### src/rtl/ir_prep.sv
// ir_prep: conditions raw left/right IR ADC samples for the IR fusion math.
// It box-car averages each side 4:1, decides a debounced open/closed wall
// state per side with hysteresis, and forms a saturated derivative term from
// the left/right difference against a short history of past differences.
module ir_prep #(
    parameter logic [11:0] OPN_THRESH = 12'h600,
    parameter logic [11:0] OPN_HYST   = 12'h040,
    parameter int          DBNC       = 4,
    parameter int          DLY        = 4
) (
    input  logic              clk,
    input  logic              rst,
    input  logic              smpl_vld,
    input  logic [11:0]       lft_raw,
    input  logic [11:0]       rght_raw,
    output logic [11:0]       lft_IR,
    output logic [11:0]       rght_IR,
    output logic              lft_opn,
    output logic              rght_opn,
    output logic signed [8:0] IR_Dtrm,
    output logic              ir_vld
);

    typedef enum logic {
        CLOSED = 1'b0,
        OPEN   = 1'b1
    } opn_state_t;

    // Closing needs a reading clear of the hysteresis band; 13 bits so the
    // threshold sum cannot wrap.
    localparam logic [12:0] CLOSE_LVL = {1'b0, OPN_THRESH} + {1'b0, OPN_HYST};
    localparam logic [3:0]  DBNC_CNT  = 4'(DBNC);
    localparam logic [3:0]  DLY_CNT   = 4'(DLY);

    // Index 0 is the left side, index 1 the right side.
    logic [11:0]        raw       [2];
    logic [13:0]        acc       [2];
    logic [13:0]        sum       [2];
    logic [11:0]        avg       [2];
    logic [1:0]         smpl_cnt;
    logic               update;

    opn_state_t         opn_state [2];
    opn_state_t         nxt_state [2];
    logic [3:0]         dcnt      [2];
    logic [3:0]         nxt_dcnt  [2];
    logic               qual      [2];

    logic signed [12:0] hist      [DLY];
    logic [3:0]         fill;
    logic signed [12:0] diff;
    logic signed [13:0] delta;
    logic signed [13:0] q;
    logic signed [8:0]  dtrm_nxt;

    assign raw[0] = lft_raw;
    assign raw[1] = rght_raw;

    // Running sums and the truncated average that the 4th sample completes.
    always_comb begin
        update = smpl_vld && (smpl_cnt == 2'd3);
        for (int s = 0; s < 2; s++) begin
            sum[s] = acc[s] + {2'b00, raw[s]};
            avg[s] = sum[s][13:2];
        end
    end

    // Accumulate four samples per side, then publish the averages with a
    // one-cycle valid pulse and start the next block from zero.
    always_ff @(posedge clk or posedge rst) begin
        if (rst) begin
            smpl_cnt <= 2'd0;
            acc[0]   <= '0;
            acc[1]   <= '0;
            lft_IR   <= '0;
            rght_IR  <= '0;
            ir_vld   <= 1'b0;
        end else begin
            ir_vld <= 1'b0;
            if (smpl_vld) begin
                if (smpl_cnt == 2'd3) begin
                    lft_IR   <= avg[0];
                    rght_IR  <= avg[1];
                    acc[0]   <= '0;
                    acc[1]   <= '0;
                    smpl_cnt <= 2'd0;
                    ir_vld   <= 1'b1;
                end else begin
                    acc[0]   <= sum[0];
                    acc[1]   <= sum[1];
                    smpl_cnt <= smpl_cnt + 2'd1;
                end
            end
        end
    end

    // Open/closed decision per side: a run of DBNC qualifying averages flips
    // the state; anything else, including the hysteresis band, restarts it.
    always_comb begin
        for (int s = 0; s < 2; s++) begin
            nxt_state[s] = opn_state[s];
            nxt_dcnt[s]  = dcnt[s];
            if (opn_state[s] == CLOSED) begin
                qual[s] = (avg[s] < OPN_THRESH);
            end else begin
                qual[s] = ({1'b0, avg[s]} > CLOSE_LVL);
            end
            if (update) begin
                if (qual[s]) begin
                    if ((dcnt[s] + 4'd1) == DBNC_CNT) begin
                        if (opn_state[s] == CLOSED) begin
                            nxt_state[s] = OPEN;
                        end else begin
                            nxt_state[s] = CLOSED;
                        end
                        nxt_dcnt[s] = 4'd0;
                    end else begin
                        nxt_dcnt[s] = dcnt[s] + 4'd1;
                    end
                end else begin
                    nxt_dcnt[s] = 4'd0;
                end
            end
        end
    end

    // Open-detection state registers.
    always_ff @(posedge clk or posedge rst) begin
        if (rst) begin
            for (int s = 0; s < 2; s++) begin
                opn_state[s] <= CLOSED;
                dcnt[s]      <= 4'd0;
            end
        end else begin
            for (int s = 0; s < 2; s++) begin
                opn_state[s] <= nxt_state[s];
                dcnt[s]      <= nxt_dcnt[s];
            end
        end
    end

    assign lft_opn  = (opn_state[0] == OPEN);
    assign rght_opn = (opn_state[1] == OPEN);

    // Derivative: change of the left/right difference over DLY updates,
    // scaled by 1/4 and clamped to 9 bits; suppressed until the history is
    // full and whenever either side is seeing an open wall.
    always_comb begin
        diff     = $signed({1'b0, avg[0]}) - $signed({1'b0, avg[1]});
        delta    = $signed({diff[12], diff}) - $signed({hist[DLY-1][12], hist[DLY-1]});
        q        = delta >>> 2;
        dtrm_nxt = '0;
        if ((fill >= DLY_CNT) && (nxt_state[0] != OPEN) && (nxt_state[1] != OPEN)) begin
            if (q > 14'sd255) begin
                dtrm_nxt = 9'sh0FF;
            end else if (q < -14'sd256) begin
                dtrm_nxt = 9'sh100;
            end else begin
                dtrm_nxt = q[8:0];
            end
        end
    end

    // Difference history, fill count and the registered derivative output.
    always_ff @(posedge clk or posedge rst) begin
        if (rst) begin
            for (int i = 0; i < DLY; i++) begin
                hist[i] <= '0;
            end
            fill    <= 4'd0;
            IR_Dtrm <= '0;
        end else if (update) begin
            hist[0] <= diff;
            for (int i = 1; i < DLY; i++) begin
                hist[i] <= hist[i-1];
            end
            if (fill < DLY_CNT) begin
                fill <= fill + 4'd1;
            end
            IR_Dtrm <= dtrm_nxt;
        end
    end

endmodule
### config.mk
export PLATFORM = sky130hd
export DESIGN_NAME = ir_prep
export DESIGN_NICKNAME = d
export VERILOG_FILES = /design/src/rtl/ir_prep.sv
export SDC_FILE = /design/constraint.sdc
export NUM_CORES = 1
export LEC_CHECK = 0
export ABC_AREA = 1
export ABC_CLOCK_PERIOD_IN_PS = 8100
export CORE_ASPECT_RATIO = 0.9
export CORE_MARGIN = 4
export CORE_UTILIZATION = 45
export DETAILED_ROUTE_END_ITERATION = 16
export PLACE_DENSITY_LB_ADDON = 0.3
export SYNTH_ARGS = -nofsm -noshare
export SYNTH_HDL_FRONTEND = slang
export SYNTH_SLANG_ARGS = --single-unit
export TNS_END_PERCENT = 1
### constraint.sdc
create_clock -name clk -period 8.1 [get_ports clk]
set_clock_uncertainty 0.15 [all_clocks]
set_input_delay 2.43 -clock clk [delete_from_list [all_inputs] [get_ports clk]]
set_output_delay 2.43 -clock clk [all_outputs]
set_load 0.05 [all_outputs]
Yosys cells after proc, flatten, opt, wreduce, memory -nomap -nowiden --
Cells that the tools add are included.
Word-level totals: bits in registers 130, input port bits 27, output and inout bits 36, word-level logic and storage cells 63
Cells by class: $add $sub $neg 8, order comparisons 8, equality and inequality tests 3, muxes and demuxes 21, bitwise operators 2, reduce and logical (&&, ||, !) cells 5
Operators by type and width (count):
- $add 14x12->14 | 2
- $mux 28 | 1
- $mux 9 | 3
- $gt 12x11->1 const B | 2
- $lt 12x11->1 const B | 2
- $mux 4 | 4
- $sub 13x13->14 | 1
- $sub 12x12->13 | 1
- $add 4x1->4 const B | 3
- $gt 12x9->1 const B | 1
- $lt 12x9->1 const B | 1
- $mux 1 | 12
- $eq 4x3->1 const B | 2
- $ge 4x3->1 const B | 1
- $lt 4x3->1 const B | 1
- $reduce_and 2->1 | 2
- $logic_and 1x1->1 | 3
- $add 2x1->2 const B | 1
- $eq 2x2->1 const B | 1
- $mux 2 | 1
- $not 1->1 | 2

Logic depth before layout (Yosys ltp) --
word-level depth 9, depth in mapped cells 34, depth with buffers taken out 34

Worst setup path after synthesis --
No wires, ideal clock.
kind input to register, start in lft_raw[0], end reg IR_Dtrm[0], library setup time 0.118 ns, data arrival time 6.538 ns, data required time 7.832 ns, setup slack 1.294 ns, stages on the path 27, buffers on the path 0, cell sequence ha_1 > inv_1 > fa_1 > xor2_1 > ha_1 > inv_1 > fa_1 > nand3_1 > and2_1 > nor3_1 > a2111oi_0 > nor2_1 > nand2_1 > nand3b_1 > and2_1 > ha_1 > inv_1 > nor3_1 > a211oi_1 > nand2_1 > nand2_1 > and2_1 > nand2_1 > nand2_1 > a21oi_1 > nand2_1 > nand2_1
Between the ends: elaborated cells between the ends (all ways) 16, those cells by class add/sub (3); order compare (4); mux (6); bitwise (1); reduce/logical (2)
RTL lines:
- start: declaration | RTL line 14 | input logic [11:0] lft_raw,
- $add 14x12->14 (*) | RTL line 63 | sum[s] = acc[s] + {2'b00, raw[s]};
- $sub 12x12->13 (*) | RTL line 149 | diff = $signed({1'b0, avg[0]}) - $signed({1'b0, avg[1]});
- named net diff[10] | RTL line 51 | logic signed [12:0] diff;
- $sub 13x13->14 (*) | RTL line 150 | delta = $signed({diff[12], diff}) - $signed({hist[DLY-1][12], hist[DLY-1]});
- $lt 12x9->1 | RTL line 156 | end else if (q < -14'sd256) begin
- $mux 9 | RTL line 156
- $mux 9 (*) | RTL line 154 | if (q > 14'sd255) begin
- $mux 9 (*) | RTL line 153 | if ((fill >= DLY_CNT) && (nxt_state[0] != OPEN) && (nxt_state[1] != OPEN)) begin
- end signal: assignment | RTL line 180 | IR_Dtrm <= dtrm_nxt;
- end: declaration | RTL line 20 | output logic signed [8:0] IR_Dtrm,
Mark *: on every way through the listed nets, which the timed path passes. The rest lies on a longest branch. A chain may end at the register's enable or synchronous reset.

==> results.cfg <==
[outcome]
status = finished, final reports clean

[clock_network]
clk_pin_slew_ps = 60
clkLatencyLatePin_ps = 420
cts_buffers = 17
post_cts_buffers = 0
cts_buffer_depth = 2
cts_resized = 0
htreeDepth = 4
cts.sinks = 130
hold_buffers = 0
cts_tree = built
cts.root.buffer_cell = clkbuf_16

[setup_path]
required_ps = 8310
end_kind = register
rr_worst_depth = 32
crit_fanout = 8
rr_endpoint = IR_Dtrm[5]
slowest_stage = clkdlybuf4s50_1
arrival_ps = 7610
rrSetupSlack_ps = 2810
r2r_start = acc[14]
critical-path-max-stage-delay_ps = 460
critical_path_class = primary input to register
worst_setup_path_start_kind = primary input
crit_top_cell = nand2_1

[timing]
finalSetupViolations = 0
rsz0062_at_grt = false
finalHoldViolCount = 0
finalCritPeriodShare_pct = 91.4
worst_slew_pin_slew_ps = 973
finalMaxSlewViolations = 0
min_period_ps = 7400
fin_setup_tns_ps = 0
maxSlewHeadroom_pct = 35.1
worst_hold_slack_ps = 234
fmax_mhz = 135

[worst_hold_path]
hold_path_depth = 0
min_to = fill[3]
hp-class = register to register
hold_start = fill[3]

[final_layout]
nets = 1180
drive_above_1_share_pct = 7.20
num-fill-cells = 1605
syn2layout_area_growth_pct = 18.5
antenna_cells = 0

[grt]
grt_antenna_before_repair = 0
track_usage_pct = 19.4
grt_pass1_wl_mm = 31.4
grt_start_max_net_pins = 80
grt_pass1_vias = 6535
gr-total-overflow = 0

[placed_design]
place_congestion = 0.926
port_buffers = 62
place_hpwl_mm = 13.3

[drt]
wl_per_cell_um = 13.6
ant_nets = 0
wl_mm = 18.3
drcViolationCount = 0
via_per_inst = 4.90
drt_first_pass_iters = 6
vias = 6599
dr.first_iter.drc_count = 498

[synth]
yosysMostFrequentCell = nand2_1
synth_top_cell_area_share_pct = 41.4
syn-instance-count = 1036
synth-seq-area-share_pct = 41.4
syn_avg_cell_area_um2 = 7.59
syn_nets = 1118
yosys.area.top_type = dfrtp_1
syn_area_um2 = 7870
synth-main-ff-cell = dfrtp_1
ys_async_sr_fraction_pct = 100
ys_types = 47
ys_top_cells_by_area = dfrtp_1 (41%), nand2_1 (17%), ha_1 (8.3%)
synth-seq-cells = 130
yosysWarnings = 0
synth_edf_count = 0
ys_top_cells_by_count = nand2_1 (366), inv_1 (135), dfrtp_1 (130)

[floorplan]
die_w_um = 147
num_rows = 45
fp.dieH_um = 133
start_util_pct = 46.3
coreArea_um2 = 17000
ios = 63
die-area_um2 = 19700

[run]
cap_violations = 0
-- logic make-up (layout without fill, tap and decap cells) --
kind of cell / count (synthesis) / after routing / share of synthesized area [%]
AO/OA/AOI/OAI: 154 / 154 / 11.6
XOR/XNOR: 30 / 30 / 3.63
adder cells (fa/ha/maj): 55 / 55 / 9.03
buffers and inverters: 166 / 241 / 7.92
flip-flops: 130 / 130 / 41.4
multiplexers: 1 / 1 / 0.143
AND/OR/NAND/NOR: 500 / 500 / 26.3
-- metrics by stage --
| step | instance area [um2] | std cells | utilization [%] | worst slack (ps) |
|---|---|---|---|---|
| global route | 9320 | 1346 | 54.8 | 88.3 |
| detailed placement | 8750 | 1314 | 51.4 | 239 |
| global placement | 8750 | 1314 | 51.4 | 406 |
| CTS | 9310 | 1346 | 54.8 | 657 |
| finish | 9320 | 1346 | 54.8 | 698 |
| floorplan | 7870 | 1036 | - | 1290 |
-- cell type report --
class / count / area [um2] / share of cell area (%)
inverters: 140 / 528 / 5.67
multi-input cells: 740 / 4010 / 43.0
clock buffers: 22 / 454 / 4.87
repair buffers: 69 / 673 / 7.22
well taps: 235 / 294 / 3.16
clock inverters: 10 / 110 / 1.18
flip-flops and latches: 130 / 3250 / 34.9
-- how the worst max path moves through the flow --
stage,startpoint,endpoint,slack [ps]
6_report,lft_raw[0],IR_Dtrm[5],700
5_1_grt,lft_raw[0],IR_Dtrm[5],90
4_1_cts,lft_raw[0],IR_Dtrm[0],660
3_5_place_dp,lft_raw[0],IR_Dtrm[1],240
3_3_place_gp,lft_raw[0],IR_Dtrm[0],410
2_1_floorplan,lft_raw[0],IR_Dtrm[0],1290
-- worst max-delay path: cells and delay by family --
kind	cells	cell delay (ps)
AND/OR/NAND/NOR	14	1350
AO/OA/AOI/OAI	8	1360
XOR/XNOR	2	380
adder cells (fa/ha/maj)	4	1330
buffers and inverters	5	730
-- sequential cells by signal, summed over array words and instances (netlist names) --
name / flops
ir_vld: 1
rght_opn: 1
lft_opn: 1
smpl_cnt: 2
fill: 4
IR_Dtrm: 9
hist: 52
rght_IR: 12
lft_IR: 12
dcnt: 8
acc: 28
-- metal layers --
| layer | routed length [um] | global-route usage, % | vias to the layer above |
|---|---|---|---|
| met4 | 272 | 6.06 | 0 |
| met2 | 8100 | 30.8 | 132 |
| li1 | - | - | 3411 |
| met1 | 9110 | 27.2 | 3033 |
| met5 | 0 | 0 | - |
| met3 | 820 | 3.67 | 23 |
-- cells in the final DEF, fill, tap and decap left out, drive strengths merged, types with 3 or more instances in the layout --
cell type and instances:
ha 52, clkinv 8, o21bai 6, buf 7, xnor2 10, nand3b 6
nand4 5, and2 4, nand3 53, o31ai 3, clkbuf 22, nand2 379
o21ai 81, a21oi 44, nor2 46, o22ai 6, fa 3, xor2 20
nor3 5, dfrtp 130, clkdlybuf4s50 62, a21o 3, inv 139
Power is not shown: default switching activity piles up to over one toggle a cycle in this logic, so the estimate is an artifact.
